## config.mk

```make
export PLATFORM = sky130hd
export DESIGN_NAME = ahb_cmd_master
export DESIGN_NICKNAME = d
export VERILOG_FILES = /design/src/rtl/ahb_cmd_master.sv
export SDC_FILE = /design/constraint.sdc
export NUM_CORES = 1
export LEC_CHECK = 0
export CORE_ASPECT_RATIO = 1.4
export CORE_MARGIN = 2
export CORE_UTILIZATION = 45
export CTS_BUF_LIST = sky130_fd_sc_hd__clkbuf_16
export CTS_CLUSTER_SIZE = 24
export DETAILED_ROUTE_END_ITERATION = 8
export PLACE_DENSITY_LB_ADDON = 0.05
export SLEW_MARGIN = 0
export SYNTH_ARGS = -nofsm -noshare
export SYNTH_HDL_FRONTEND = slang
export SYNTH_SLANG_ARGS = --single-unit
```

## constraint.sdc

```tcl
create_clock -name HCLK -period 1.6 [get_ports HCLK]
set_input_delay 0.32 -clock HCLK [delete_from_list [all_inputs] [get_ports HCLK]]
set_output_delay 0.32 -clock HCLK [all_outputs]
set_load 0.05 [all_outputs]
```

## src/rtl/ahb_cmd_master.sv

```systemverilog
// AHB-Lite single-transfer master: each accepted command becomes one NONSEQ SINGLE transfer.
// Define AHB_CMD_MASTER_TIMEOUT_EN to abort transfers stalled for TIMEOUT wait cycles.
module ahb_cmd_master #(
  parameter int AWIDTH  = 32,
  parameter int TIMEOUT = 256
) (
  input  logic              HCLK,
  input  logic              HRESET,
  input  logic              CMD_VALID,
  output logic              CMD_READY,
  input  logic              CMD_WRITE,
  input  logic [AWIDTH-1:0] CMD_ADDR,
  input  logic [1:0]        CMD_SIZE,
  input  logic [31:0]       CMD_WDATA,
  output logic              RSP_VALID,
  output logic [31:0]       RSP_RDATA,
  output logic              RSP_ERROR,
  output logic [AWIDTH-1:0] HADDR,
  output logic [1:0]        HTRANS,
  output logic              HWRITE,
  output logic [2:0]        HSIZE,
  output logic [2:0]        HBURST,
  output logic              HMASTLOCK,
  output logic [3:0]        HPROT,
  output logic [31:0]       HWDATA,
  input  logic              HREADY,
  input  logic [31:0]       HRDATA,
  input  logic              HRESP
);

  localparam logic [1:0] TRANS_IDLE   = 2'b00;
  localparam logic [1:0] TRANS_NONSEQ = 2'b10;

  typedef enum logic [1:0] {
    ST_IDLE,
    ST_ADDR,
    ST_DATA
  } state_t;

  state_t              state_q;
  logic                ready_q;
  logic [AWIDTH-1:0]   haddr_q;
  logic [1:0]          htrans_q;
  logic                hwrite_q;
  logic [2:0]          hsize_q;
  logic [31:0]         hwdata_q;
  logic [31:0]         wdata_q;
  logic                rsp_valid_q;
  logic [31:0]         rsp_rdata_q;
  logic                rsp_error_q;

  // A zero limit would make the watchdog fire before any wait state is seen.
  if (TIMEOUT < 1) begin : g_timeout_range
    $error("ahb_cmd_master: TIMEOUT must be at least 1");
  end

`ifdef AHB_CMD_MASTER_TIMEOUT_EN
  localparam int            TW      = $clog2(TIMEOUT + 1);
  localparam logic [TW-1:0] TO_LOAD = TW'(TIMEOUT - 1);

  logic [TW-1:0] wait_cnt_q;

  // Reloaded whenever the bus moves (or we are idle), so it only sees consecutive stalls.
  always_ff @(posedge HCLK) begin
    if (HRESET) begin
      wait_cnt_q <= TO_LOAD;
    end else if (state_q == ST_IDLE || HREADY) begin
      wait_cnt_q <= TO_LOAD;
    end else if (wait_cnt_q != '0) begin
      wait_cnt_q <= wait_cnt_q - 1'b1;
    end
  end
`endif

  always_ff @(posedge HCLK) begin
    if (HRESET) begin
      state_q     <= ST_IDLE;
      ready_q     <= 1'b0;
      haddr_q     <= '0;
      htrans_q    <= TRANS_IDLE;
      hwrite_q    <= 1'b0;
      hsize_q     <= 3'b000;
      hwdata_q    <= '0;
      wdata_q     <= '0;
      rsp_valid_q <= 1'b0;
      rsp_rdata_q <= '0;
      rsp_error_q <= 1'b0;
    end else begin
      rsp_valid_q <= 1'b0;
      case (state_q)
        ST_IDLE: begin
          ready_q <= 1'b1;
          if (ready_q && CMD_VALID) begin
            ready_q  <= 1'b0;
            htrans_q <= TRANS_NONSEQ;
            haddr_q  <= CMD_ADDR;
            hwrite_q <= CMD_WRITE;
            hsize_q  <= (CMD_SIZE == 2'd3) ? 3'b010 : {1'b0, CMD_SIZE};
            wdata_q  <= CMD_WDATA;
            state_q  <= ST_ADDR;
          end
        end
        ST_ADDR: begin
          if (HREADY) begin
            htrans_q <= TRANS_IDLE;
            if (hwrite_q) hwdata_q <= wdata_q;
            state_q  <= ST_DATA;
          end
`ifdef AHB_CMD_MASTER_TIMEOUT_EN
          else if (wait_cnt_q == '0) begin
            htrans_q    <= TRANS_IDLE;
            rsp_valid_q <= 1'b1;
            rsp_error_q <= 1'b1;
            rsp_rdata_q <= '0;
            ready_q     <= 1'b1;
            state_q     <= ST_IDLE;
          end
`endif
        end
        ST_DATA: begin
          // HRESP alone is the first cycle of a two-cycle ERROR; wait for HREADY.
          if (HREADY) begin
            rsp_valid_q <= 1'b1;
            rsp_error_q <= HRESP;
            rsp_rdata_q <= hwrite_q ? 32'h0 : HRDATA;
            ready_q     <= 1'b1;
            state_q     <= ST_IDLE;
          end
`ifdef AHB_CMD_MASTER_TIMEOUT_EN
          else if (wait_cnt_q == '0) begin
            htrans_q    <= TRANS_IDLE;
            rsp_valid_q <= 1'b1;
            rsp_error_q <= 1'b1;
            rsp_rdata_q <= '0;
            ready_q     <= 1'b1;
            state_q     <= ST_IDLE;
          end
`endif
        end
        default: begin
          htrans_q <= TRANS_IDLE;
          ready_q  <= 1'b0;
          state_q  <= ST_IDLE;
        end
      endcase
    end
  end

  assign CMD_READY = ready_q;
  assign RSP_VALID = rsp_valid_q;
  assign RSP_RDATA = rsp_rdata_q;
  assign RSP_ERROR = rsp_error_q;
  assign HADDR     = haddr_q;
  assign HTRANS    = htrans_q;
  assign HWRITE    = hwrite_q;
  assign HSIZE     = hsize_q;
  assign HWDATA    = hwdata_q;
  assign HBURST    = 3'b000;
  assign HMASTLOCK = 1'b0;
  assign HPROT     = 4'b0011;

endmodule

```

; After elaboration in Yosys (flattened, before gate mapping)
; Index checks and enable logic that the tools add are counted.
[totals]
ff_bits = 139
input_bits = 104
output_inout_bits = 113
[op_classes]
n_eq_ne = 6
n_mux = 12
bitwise = 2
n_reduce_logical = 9
[op_table]
columns = op, count
row1 = 32-bit two-way mux, 1
row2 = 2-bit case mux with 3 select lines, 2
row3 = 2-bit two-way mux, 5
row4 = 3-bit AND reduction, 3
row5 = "2-bit != test, second input constant", 3
row6 = 2-bit AND reduction, 3
row7 = "2-bit equality test, second input constant", 2
row8 = 1-bit two-way mux, 3
row9 = 1-bit case mux with 3 select lines, 1
row10 = "2-bit by 1-bit equality test with 1-bit output, second input constant", 1
row11 = 2-bit zero test, 1
row12 = 1-bit inverter, 2
row13 = 2-bit OR reduction, 1
row14 = 1-bit logical AND, 1

; Depth between registers and ports, before layout
; Gate-level depths: netlist (run 1).
[depth]
word_depth = 3
mapped_depth = 5
ltp_nobuf = 2

; Worst setup path before layout (run 1)
; No wires, ideal clock.
[synth_timing]
path_kind = flip-flop to flip-flop
start = register ready_q (netlist: CMD_READY)
end = register haddr_q[0] (netlist: HADDR[0])
setup_ps = 72
arrival_time_ps = 1555
path_slack_ps = -26
path_stages_with_launch = 6
period_less_slack_ps = 1626
cell_sequence = dfxtp_1 > nor4bb_1 > buf_2 > buf_6 > buf_6 > mux2i_1
[synth_between]
elab_chain_cells = 2
[synth_lines]
columns = item, line
row1 = "start, declared", 41  ; logic ready_q;
row2 = "start signal, assigned", 78  ; ready_q <= 1'b0;
row3 = "start signal, assigned", 92  ; ready_q <= 1'b1;
row4 = "start signal, assigned", 94  ; ready_q <= 1'b0;
row5 = 1-bit logical AND, 93  ; if (ready_q && CMD_VALID) begin
row6 = 2-bit AND reduction (no source line), n/a
row7 = "end signal, assigned", 79  ; haddr_q <= '0;
row8 = "end signal, assigned", 96  ; haddr_q <= CMD_ADDR;
row9 = "end, declared", 42  ; logic [AWIDTH-1:0] haddr_q;
; No other way between the ends.
; A chain may end at the register's enable or synchronous reset.

; Worst setup path after layout (run 1)
[layout_timing]
start = register hwrite_q (netlist: HWRITE)
end = output HWRITE
[layout_rtl]
columns = item, line
row1 = "start, declared", 44  ; logic hwrite_q;
row2 = "start signal, assigned", 81  ; hwrite_q <= 1'b0;
row3 = "start signal, assigned", 97  ; hwrite_q <= CMD_WRITE;
row4 = "end, declared", 20  ; output logic HWRITE,
; No word-level cell between the ends.

==> summary.md, run 1 <==
| Metric | Value |
|---|---|
| VDD IR-drop max | `0.722 mV` |
| Latest clock arrival within the worst-skew pair | `~420 ps` |
| Clock Skew | `between 7 and 8 ps` |
| Path class of the lowest-slack min-delay path | `in -> reg` |
| Die span in x | `102 um` |
| Top_reg_cell synth | `dfxtp_1` |
| Number of synthesized register bits | `approximately 140` |
| Wire per inst | `approximately 15 um` |
| Number of antenna-violating nets in the routed design | `0` |
| Die Y | `between 100 and 150 um` |
| Commonest non-fill, non-tap cell in the layout | `nand2b_1` |
| Final routed wirelength across all metal layers | `14200 um` |
| Overall global routing resource usage | `between 10% and 20%` |
| Wire length of the first global-routing pass | `22300 um` |
| Antenna violations before repair | `0` |
| Final instance area | `between 8000 and 9000 um^2` |
| Gate Count Post-Synth | `575` |
| Die Outline Area | `14400 um^2` |
| Clock tree from TritonCTS | `yes` |
| Post-layout nets | `a little under 900` |
| IO Count | `about 220` |
| Post-detailed-route DRC marker count | `0` |
| Via/cell ratio | `around 4.7` |
| Pre-antenna DRT Iters | `4` |
| Leakage power summed over all cells | `approximately 3.4 nW` |
| Synth Area in Compound Gates | `less than 1%` |
| Root buffer cell | `clkbuf_16` |
| Unrepaired setup endpoints after global routing | `no` |
| Part of the Yosys area used for sequential elements | `about 45%` |
| Clock tree sinks | `between 100 and 150` |
| Post-synth ARST share | `0%` |
| Number of unique standard cell types used by synthesis | `22` |
| Post-synthesis instance area | `about 6000 um^2` |
| Clock slew seen by the registers of the worst setup and hold paths | `60 ps` |
| Type of origin of the critical path | `register` |
| Number of max-cap violations | `0` |
| Area share of fa/ha/maj cells after synthesis | `0%` |
| Maximum fanout encountered on the critical timing path | `17` |
| Number of global-route vias before repair | `about 4700` |
| Final Power | `8.78 mW` |
| Mean instance size in the synthesized netlist | `approximately 10 um^2` |
| Ant diodes | `0` |
| Placeable core region | `approximately 13000 um^2` |
| Arrival @ worst endpoint | `about 1200 ps` |
| Required time worst endpoint | `about 1300 ps` |
| Largest buffer count on any clock path | `2` |
| Crit share post-route | `between 90 and 100%` |
| Status | `completed` |
| Critical path type | `reg -> out` |
| Flop-to-flop setup slack | `around 210 ps` |
| Proportion of layout cells with a drive suffix above 1 | `25.1%` |
| Max frequency | `about 650 MHz` |
| Global placement routability congestion | `approximately 0.73` |
| Setup Viol. Count Final | `0` |
| Overall via count from detail_route | `between 4000 and 5000` |
| Xor and xnor area share after synthesis | `0%` |
| IO buf count | `206` |
| Sum of overflow across all layers after global routing | `0` |
| Number of enable-type register cells in the synthesized netlist | `0` |
| Area after detailed placement | `around 8200 um^2` |
| Final Max Slew Viols | `0` |
| Final min period | `between 1500 and 2000 ps` |
| Depth of the CTS H-tree | `4` |
| Initial standard-cell utilization of the core | `a little under half` |
| Top library cells by usage in the layout, fill and taps aside | `200 x nand2b_1, 135 x dfxtp_1, 132 x mux2i_1` |
| CTS buffer count | `17` |
| Utilization of the core after routing | `between 60 and 70%` |
| Hold Vio Cnt, Final | `0` |
| Maximum number of pins on one net before global-route repair | `just over 70` |
| Synthesis warning total | `0` |
| Share of synthesized area spent on multiplexers | `21.9%` |
| Floorplan row count | `50` |
| Kind of end point of the critical path | `output port` |
| Starting DRT DRC Count | `between 100 and 150` |
| HPWL Detailed | `around 10000 um` |
| Simple-gate share of the synthesized area | `26.7%` |
| Growth of design area from synthesis to finish | `45.6%` |
| Total power divided by cell area | `roughly 1000 nW/um^2` |
| Dominant combinational cell family by area after synthesis | `simple AND/OR/NAND/NOR gates` |
[final timing paths]
path	to	startpoint	cells after the start
worst max-delay path	HWRITE	HWRITE$_SDFFE_PP0P_	3
worst min-delay path	RSP_RDATA[29]$_SDFFE_PP0P_	HRESET	3
worst max register to register	HADDR[30]$_SDFFE_PP0P_	state_q[0]$_SDFFE_PP0P_	4
worst min register to register	RSP_RDATA[3]$_SDFFE_PP0P_	RSP_RDATA[3]$_SDFFE_PP0P_	2
[cells in the mapped netlist, drive strengths merged, types with 2 or more instances]
library cell / number / area share [%]
nand2b: 200 / 21
dfxtp: 137 / 45
mux2i: 132 / 22
or3b: 34 / 4.9
clkbuf: 28 / 1.7
buf: 27 / 3.3
conb: 2 / 0.12
nand3b: 2 / 0.25
nor2b: 2 / 0.21
[flip-flops by register name (all words and copies together) (netlist names)]
| register | count |
|---|---|
| HADDR | 32 |
| HWDATA | 32 |
| RSP_RDATA | 32 |
| wdata_q | 32 |
| HSIZE | 2 |
| state_q | 2 |
| CMD_READY | 1 |
| HTRANS | 1 |
| HWRITE | 1 |
| RSP_ERROR | 1 |
| RSP_VALID | 1 |
[per-layer routing]
metal / part of all wire [%] / track usage (%) / up-vias
met1: 40 / 22.1 / 2110
met3: 6.3 / 6.89 / 16
met4: 1.7 / 7.37 / 0
met5: 0 / 0 / -
li1: - / - / 2283
met2: 52 / 34.2 / 127
[critical path, cell delays in order (launching register included)]
cell and delay (ps):
dfxtp_4 370, buf_12 150, buf_4 140, buf_12 140
[layout make-up]
type	count	area (um^2)
fill	1115	4470
multi-input combinational	390	3030
sequential	137	2750
timing repair buffer	231	2180
clock buffer	17	425
tap	182	228
clock inverter	14	173
inverter	1	3.75
[repair_timing]
| action | in CTS | in global routing |
|---|---|---|
| cloned | 0 | 1 |
| gates resized for setup | 2 | 3 |
| hold buffers | 0 | 0 |
| endpoints found under the hold margin | 0 | 0 |
| setup endpoints to repair | 1 | 1 |
| setup buffers | 0 | 0 |
[kinds of logic (layout without fill, tap and decap cells)]
logic type      count (synthesis)  after routing
compound gates                  6              6
buf+inv                        56            263
mux                           132            132
simple gates                  242            242
flops                         137            137
other cells                     2             10
[stage by stage]
| step | worst slack [ps] | hold slack [ps] | TNS [ps] | cells |
|---|---|---|---|---|
| after floorplan | 66.5 | 458 | 0 | 583 |
| after global placement | -160 | 459 | -9940 | 940 |
| after detailed placement | -212 | 462 | -13080 | 940 |
| after CTS | 4.56 | 388 | 0 | 971 |
| after global routing | 25.3 | 428 | 0 | 972 |
| final | 70.6 | 390 | 0 | 972 |
[report_power, final]
group	total (mW)	internal (mW)	leakage (nW)	switching (mW)
Combinational	1.22	0.632	2.00	0.590
Clock	3.98	2.45	0.280	1.53
Sequential	3.58	3.52	1.11	0.0600
Note: power is estimated with default switching activity, not from simulation.
==> inputs of run 2 (changes only) <==
==> constraint.sdc (replaced) <==
create_clock -name HCLK -period 1.7 [get_ports HCLK]
set_input_delay 0.34 -clock HCLK [delete_from_list [all_inputs] [get_ports HCLK]]
set_output_delay 0.34 -clock HCLK [all_outputs]
set_load 0.05 [all_outputs]
==> run 2 against run 1 <==
Against the previous run: setup slack better by 72 ps; sequential share of layout area is 0.33 points higher; power fell by 5.7%; cell count shrank 0.62%; clock-buffer cell count stayed put; worst hold slack gained 79 ps; sequential power decreased by 5.9%; critical path type unchanged; via count decreased by 1.4%; first-iteration DRC count decreased by 10%.
==> summary.md, run 2 (same netlist as run 1, synthesis figures left out) <==
| Metric | Value |
|---|---|
| CTS buffer count | `17 (unchanged)` |
| Hold_buf cts | `0 (unchanged)` |
| Commonest non-fill, non-tap cell in the layout | `nand2b_1` |
| Depth of the CTS H-tree | `4 (unchanged)` |
| Via/cell ratio | `4.63 (-0.75%)` |
| Final Max Slew Viols | `0 (unchanged)` |
| Type of origin of the critical path | `register` |
| IO buf count | `206 (unchanged)` |
| Area after detailed placement | `8080 um^2 (-0.94%)` |
| Number of max-cap violations | `0 (unchanged)` |
| Post-detailed-route DRC marker count | `0 (unchanged)` |
| Post-layout nets | `876 (-0.68%)` |
| Starting DRT DRC Count | `108 (-10%)` |
| Status | `completed` |
| Final routed wirelength across all metal layers | `13700 um (-3.3%)` |
| Antenna violations before repair | `0 (unchanged)` |
| Post-Place Setup Slack | `-166 ps (+46.0 ps)` |
| Initial standard-cell utilization of the core | `45.5% (unchanged)` |
| Critical path type | `reg -> out` |
| Final min period | `between 1500 and 2000 ps` |
| Growth of design area from synthesis to finish | `43.9%` |
| Setup Viol. Count Final | `0 (unchanged)` |
| Pre-antenna DRT Iters | `4 (unchanged)` |
| Kind of end point of the critical path | `output port` |
| Floorplan row count | `50 (unchanged)` |
| Filler Cell Count | `1148 (+3.0%)` |
| Ant diodes | `0 (unchanged)` |
| Hold Vio Cnt, Final | `0 (unchanged)` |
| Number of antenna-violating nets in the routed design | `0 (unchanged)` |
| Top library cells by usage in the layout, fill and taps aside | `200 x nand2b_1, 137 x dfxtp_1, 132 x mux2i_1` |
| Clock tree from TritonCTS | `yes` |
| Clock tree sinks | `137 (unchanged)` |
| Slack of the critical path | `143 ps (+72.3 ps)` |
| Path class of the lowest-slack min-delay path | `reg -> reg` |
| Number of global-route vias before repair | `4482 (-4.4%)` |
| Root buffer cell | `clkbuf_16` |
| Max frequency | `~640 MHz` |
| Die Y | `141 um (unchanged)` |
| Unrepaired setup endpoints after global routing | `no` |
| Proportion of layout cells with a drive suffix above 1 | `24.0% (-1.1 points)` |
| Required time worst endpoint | `1360 ps (+80 ps)` |
| Global placement routability congestion | `0.738 (+1.2%)` |
| Leakage power summed over all cells | `3.35 nW (-1.1%)` |
| IO Count | `217 (unchanged)` |
| Maximum number of pins on one net before global-route repair | `119 (+65%)` |
| Latest clock arrival within the worst-skew pair | `410 ps (about the same)` |
| Crit share post-route | `between 90% and 100%` |
| Die Outline Area | `14400 um^2 (unchanged)` |
| Clock Skew | `11.3 ps (+3.74 ps)` |
| Largest buffer count on any clock path | `2 (unchanged)` |
| Sum of overflow across all layers after global routing | `0 (unchanged)` |
| Overall via count from detail_route | `4474 (-1.4%)` |
| Placeable core region | `13300 um^2 (unchanged)` |
| Wire length of the first global-routing pass | `22100 um (-1.0%)` |
| Final Power | `8.28 mW (-5.7%)` |
| Clock slew seen by the registers of the worst setup and hold paths | `50 ps (about the same)` |
| Total power divided by cell area | `954 nW/um^2 (-4.6%)` |
| Final instance area | `8680 um^2 (-1.2%)` |
| Wire per inst | `14.2 um (-2.7%)` |
| VDD IR-drop max | `0.542 mV (-25%)` |
| Die span in x | `102 um (unchanged)` |
| Post-cts sizing count | `0 (-2)` |
| Flop-to-flop setup slack | `250 ps (+40 ps)` |
| Maximum fanout encountered on the critical timing path | `34 (+17)` |
| HPWL Detailed | `9660 um (-4.5%)` |
| Number of buffers added for setup after CTS | `0 (unchanged)` |
| Overall global routing resource usage | `19.3% (-0.48 points)` |
| Arrival @ worst endpoint | `1220 ps (about the same)` |
## run 2: cell count changes in the layout (fill, tap and decap cells not counted), sizes merged
cell	change
clkinvlp	-2
clkbuf	-1
bufinv	+1
buf	-5
clkinv	+3
inv	-2
## run 2: where the power goes
part | total (mW) | switching (mW) | internal, mW
logic | 1.11 | 0.546 | 0.568
clock network | 3.80 | 1.37 | 2.43
registers | 3.37 | 0.0530 | 3.32
## run 2: through the flow
step	setup TNS [ps]	utilization (%)	hold WS, ps	instances
final	0	65.5	469	966
after CTS	0	65.5	474	966
after global placement	-3990	60.9	458	935
after detailed placement	-6940	60.9	461	935
after global routing	0	65.5	489	966
after floorplan	0	-	458	583
## run 2: layout make-up
class                   instances  area (um^2)  share of cell area (%)
multi-input cells             390         3030                    34.9
inverters                       1         3.75                  0.0432
flip-flops and latches        137         2740                    31.6
clock buffers                  17          425                    4.90
repair buffers                225         2070                    23.8
clock inverters                14          183                    2.10
well taps                     182          228                    2.62
## run 2: path summary, 6_finish.rpt
kind	startpoint	endpoint	cells after the start
worst min register to register	HWDATA[20]$_SDFFE_PP0P_	HWDATA[20]$_SDFFE_PP0P_	2
worst min-delay path	HWDATA[20]$_SDFFE_PP0P_	HWDATA[20]$_SDFFE_PP0P_	2
worst max register to register	state_q[1]$_SDFFE_PP0P_	HADDR[16]$_SDFFE_PP0P_	3
worst max-delay path	HWRITE$_SDFFE_PP0P_	HWRITE	2
## run 2: critical path, cell delays in order (launching register included)
cell,delay [ps]
dfxtp_1,330
buf_4,300
buf_12,180
## run 2: layer usage
| metal | GRT usage, % | share of wire (%) |
|---|---|---|
| met5 | 0 | 0 |
| met1 | 23.0 | 42 |
| met3 | 6.35 | 5.8 |
| met4 | 6.39 | 1.5 |
| met2 | 32.5 | 51 |
==> patch 1, RTL diff (config.mk and constraints of run 2) <==
Change the parameter `AWIDTH` from 32 to 28.
--- a/src/rtl/ahb_cmd_master.sv
+++ b/src/rtl/ahb_cmd_master.sv
@@ -2,5 +2,5 @@
 // Define AHB_CMD_MASTER_TIMEOUT_EN to abort transfers stalled for TIMEOUT wait cycles.
 module ahb_cmd_master #(
-  parameter int AWIDTH  = 32,
+  parameter int AWIDTH  = 28,
   parameter int TIMEOUT = 256
 ) (
Interface: changed (resized CMD_ADDR and HADDR); port bits go from 217 to 209. No check against the original RTL was run, so the function may have changed too.
==> patch 1 against run 2 <==
  * First-iteration DRC count shrank 25%
  * Setup slack worse by 0.053 ns
  * Critical path depth is the same
  * Synthesized area shrank 2.2%
  * Cell area fell by 3.3%
  * Count of clock-buffer cells in the layout stayed put
  * Global-route usage rose by 0.22 points
  * Sequential power fell by 3%
  * Synthesized cell count down 3.1%
  * Sequential cell count down 4
  * Combinational power down 7%
  * Total power is 1.4% lower
  * Wire length down 3.6%
  * Via count down 2.4%
  * Largest cell class unchanged
  * Largest power group unchanged
  * Highest routed layer unchanged
==> patch 1: results (changes against run 2) <==
most common library cells after synthesis: nand2b_1, dfxtp_1, mux2i_1 (unchanged)
via count of the first global-routing pass: 4578 (was 4482)
Final HPWL DP: 9.56 mm (was 9.66 mm)
Leakage Power: 3.25 nW (was 3.35 nW)
cell internal power dissipation: 6.21 mW (was 6.32 mW)
Distinct cells, synth: 24 (was 22)
clock slew at reported path FFs: 0.06 ns
CP max stage cell: dfxtp_2 (was dfxtp_1)
Clock Path Buffers: 2 (unchanged)
status: completed (unchanged)
share of layout cells above drive strength 1: 0.219 (was 0.240)
initial antenna violation count: 0 (unchanged)
maximum number of pins on one net before global-route repair: 75 (was 119)
fraction of the yosys area taken by sequential cells: 0.451 (was 0.454)
DRC violation total after the first TritonRoute iteration: 81 (was 108)
global-route wire length before repair: 21.8 mm (was 22.1 mm)
top cells by area, synth: dfxtp_1, mux2i_1, nand2b_1 (unchanged)
Top delay family on crit path: flip-flops (was buffers and inverters)
maximum cell stage delay along the critical path: 0.47 ns (was 0.33 ns)
fill cell count: 1053 (was 1148)
overall via count from detail_route: 4365 (was 4474)
worst vdd ir: 0.000577 V (was 0.000542 V)
PortBufs: 198 (was 206)
Fin Clk Skew: 0.0109 ns (was 0.0113 ns)
Floorplan Core Area: 12800 um^2 (was 13300 um^2)
YS warnings: 0 (unchanged)
Clk Latency, worst-skew pair: 0.41 ns (about the same)
arrival time of data at the critical path endpoint: 1.27 ns (was 1.22 ns)
total global routing track utilization: 0.195 (was 0.193)
Num CTS Buffers: 17 (unchanged)
Post-CTS Resized: 2 (was 0)
gp weighted congestion: 0.754 (was 0.738)
Clock Tree Root: clkbuf_16 (unchanged)
largest fanout on the critical path: 22 (was 34)
net total in the final layout: 845 (was 876)
sum of routed wire length over all layers: 13.2 mm (was 13.7 mm)
CTS H-tree lvls: 4 (unchanged)
n_diodes: 0 (unchanged)
Post-Place Setup Slack: -0.0319 ns (was -0.166 ns)
[patch 1: changes by cell type after synthesis, moves of 4 or more]
cell      delta
buf_6       +10
dfxtp_1      -4
nand2b_1     -9
buf_4       -10
or3b_2      -20
mux2i_1      -4
or3b_1      +20
[patch 1: cell type report]
| cell class | count | share of cell area |
|---|---|---|
| Tap cell | 153 | 0.0228 |
| Timing Repair Buffer | 214 | 0.234 |
| Clock buffer | 17 | 0.0507 |
| Clock inverter | 15 | 0.0243 |
| Inverter | 1 | 0.000447 |
| Sequential cell | 133 | 0.317 |
| Multi-Input combinational cell | 378 | 0.350 |
[patch 1: metrics by stage]
stage               area [um^2]  utilization  instances  total power [mW]
global route               8400        0.655        911              8.48
floorplan                  5930            -        565              3.98
CTS                        8400        0.655        911              8.28
detailed placement         7760        0.606        879              4.38
finish                     8400        0.655        911              8.17
global placement           7760        0.606        879              4.35
[patch 1: cell families (layout without fill, tap and decap cells)]
logic type	count (synthesis)	in the layout	synth area share
DFF	133	133	0.451
buffers and inverters	54	247	0.0572
other	2	10	0.00127
AOI/OAI and AO/OA	6	6	0.00827
and+or+nand+nor	234	234	0.265
muxes	128	128	0.217
[patch 1: worst register-to-register path, delay by kind of cell, from the launching register on]
| family | cells | cell delay, ns |
|---|---|---|
| buffers and inverters | 1 | 0.22 |
| DFF | 1 | 0.38 |
| muxes | 1 | 0.23 |
| and+or+nand+nor | 1 | 0.46 |
[patch 1: per-layer routing]
metal	part of all wire	global-route usage	routed length [um]
met5	0	0	0
met1	0.39	0.220	5180
met3	0.070	0.0703	927
met2	0.53	0.337	6940
met4	0.012	0.0649	158
[patch 1: path summary, 6_finish.rpt]
path	startpoint	cells past startpoint	to	slack (ns)
max	HWRITE	2	HWRITE	0.09
min	HWDATA[13]	2	HWDATA[13]	0.47
max reg2reg	state_q[0]	3	HADDR[9]	0.35
min reg2reg	HWDATA[13]	2	HWDATA[13]	0.47
[patch 1: power by group through the flow]
stage	combinational (mW)	clock, mW	sequential [mW]
after CTS	1.04	3.96	3.27
after global placement	1.02	0	3.33
after detailed placement	1.04	0	3.34
after global routing	1.10	4.10	3.28
final	1.03	3.87	3.27
after floorplan	0.471	0	3.51
==> patch 2, RTL diff (settings of run 2) <==
Made on the original files. Register the output `RSP_ERROR` once more, without a reset; this adds one clock of latency there. The other outputs are not delayed to match.
--- a/src/rtl/ahb_cmd_master.sv
+++ b/src/rtl/ahb_cmd_master.sv
@@ -150,5 +150,7 @@
   assign RSP_VALID = rsp_valid_q;
   assign RSP_RDATA = rsp_rdata_q;
-  assign RSP_ERROR = rsp_error_q;
+  always_ff @(posedge HCLK) begin
+    RSP_ERROR <= rsp_error_q;
+  end
   assign HADDR     = haddr_q;
   assign HTRANS    = htrans_q;
Behaviour: not the same (a bounded check fails within 10 cycles, from zero or initial values and one cycle with HRESET high).
==> patch 2 against run 2 <==
  * Setup slack worse by 0.0034 ns
  * Via count is 1.5% higher
  * Total power up 3.4%
  * Wire length up 0.85%
  * Sequential cell count up 1
  * Critical path depth is the same
  * Synthesized area increased by 0.33%
  * Cell area is 1.6% higher
  * Largest cell class unchanged
  * Largest power group unchanged
  * Highest routed layer unchanged
==> patch 2: results (changes against run 2) <==
total gr overflow: 0 (unchanged)
count of non-filler cells in the finished layout: 970 (was 966)
DRC violation total after the first TritonRoute iteration: 122 (was 108)
fraction of the yosys area taken by sequential cells: 0.456 (was 0.454)
Hold Path Stages: 0 (was 2)
global-route wire length before repair: 22.3 mm (was 22.1 mm)
total global routing track utilization: 0.195 (was 0.193)
most common library cells after synthesis: nand2b_1, dfxtp_1, mux2i_1 (unchanged)
share of layout cells above drive strength 1: 0.245 (was 0.240)
Fin Clk Skew: 0.00742 ns (was 0.0113 ns)
top cells by area, synth: dfxtp_1, mux2i_1, nand2b_1 (unchanged)
post-synthesis mux area share: 0.218 (was 0.219)
gp weighted congestion: 0.738 (about the same)
instance count of the mapped netlist: 576 (was 575)
met2 Use GR: 0.328 (was 0.325)
Leakage Power: 3.41 nW (was 3.35 nW)
overall via count from detail_route: 4540 (was 4474)
Final HPWL DP: 10.1 mm (was 9.66 mm)
status: completed (unchanged)
worst vdd ir: 0.000541 V (was 0.000542 V)
via count of the first global-routing pass: 4638 (was 4482)
complex-gate fraction of the synthesized area: 0.00723 (was 0.00726)
maximum number of pins on one net before global-route repair: 43 (was 119)
sum of routed wire length over all layers: 13.8 mm (was 13.7 mm)
global-route met3 utilization: 0.0567 (was 0.0635)
GR Util met1: 0.227 (was 0.230)
Placed Cells incl. Taps: 938 (was 935)
[patch 2: per-stage QoR]
stage / hold WS, ns / utilization / setup WS, ns / setup TNS [ns] / cell area [um^2]
3_3_place_gp: 0.340 / 0.616 / -0.143 / -6.04 / 8170
2_1_floorplan: 0.332 / - / 0.0738 / 0 / 6090
6_report: 0.359 / 0.665 / 0.139 / 0 / 8820
4_1_cts: 0.360 / 0.665 / 0.114 / 0 / 8820
5_1_grt: 0.370 / 0.665 / 0.0539 / 0 / 8820
3_5_place_dp: 0.353 / 0.616 / -0.185 / -8.67 / 8170
[patch 2: area by class of cell]
| class | instances | area (um^2) |
|---|---|---|
| well taps | 182 | 228 |
| flip-flops and latches | 138 | 2760 |
| multi-input cells | 390 | 3030 |
| repair buffers | 227 | 2150 |
| clock buffers | 17 | 425 |
| fillers | 1118 | 4440 |
| clock inverters | 15 | 223 |
| inverters | 1 | 3.75 |
[patch 2: logic make-up (layout without fill, tap and decap cells)]
group	Yosys count	after routing
simple gates	242	242
flops	138	138
mux	132	132
buf+inv	56	260
compound gates	6	6
other cells	2	10
[patch 2: per-layer routing]
layer  vias to the layer above  wire length [um]
met5                         -                 0
met4                         0               350
met3                        21               852
met2                       133              7080
met1                      2117              5530
li1                       2269                 -
[patch 2: worst max-delay path, cell delays in order, from the launching register on]
cell,delay [ns]
dfxtp_1,0.33
buf_4,0.29
buf_12,0.18
[patch 2: where the power goes]
part / switching (mW) / leakage, nW / internal (mW)
combinational: 0.549 / 1.97 / 0.591
sequential: 0.0560 / 1.12 / 3.34
clock: 1.42 / 0.315 / 2.61
total: 2.02 / 3.41 / 6.54
[patch 2: worst paths after layout]
path                                  start   endpoint  slack, ns
worst min register to register  rsp_error_q  RSP_ERROR       0.36
worst min-delay path            rsp_error_q  RSP_ERROR       0.36
worst max register to register   state_q[1]  HADDR[25]       0.25
worst max-delay path                 HWRITE     HWRITE       0.14
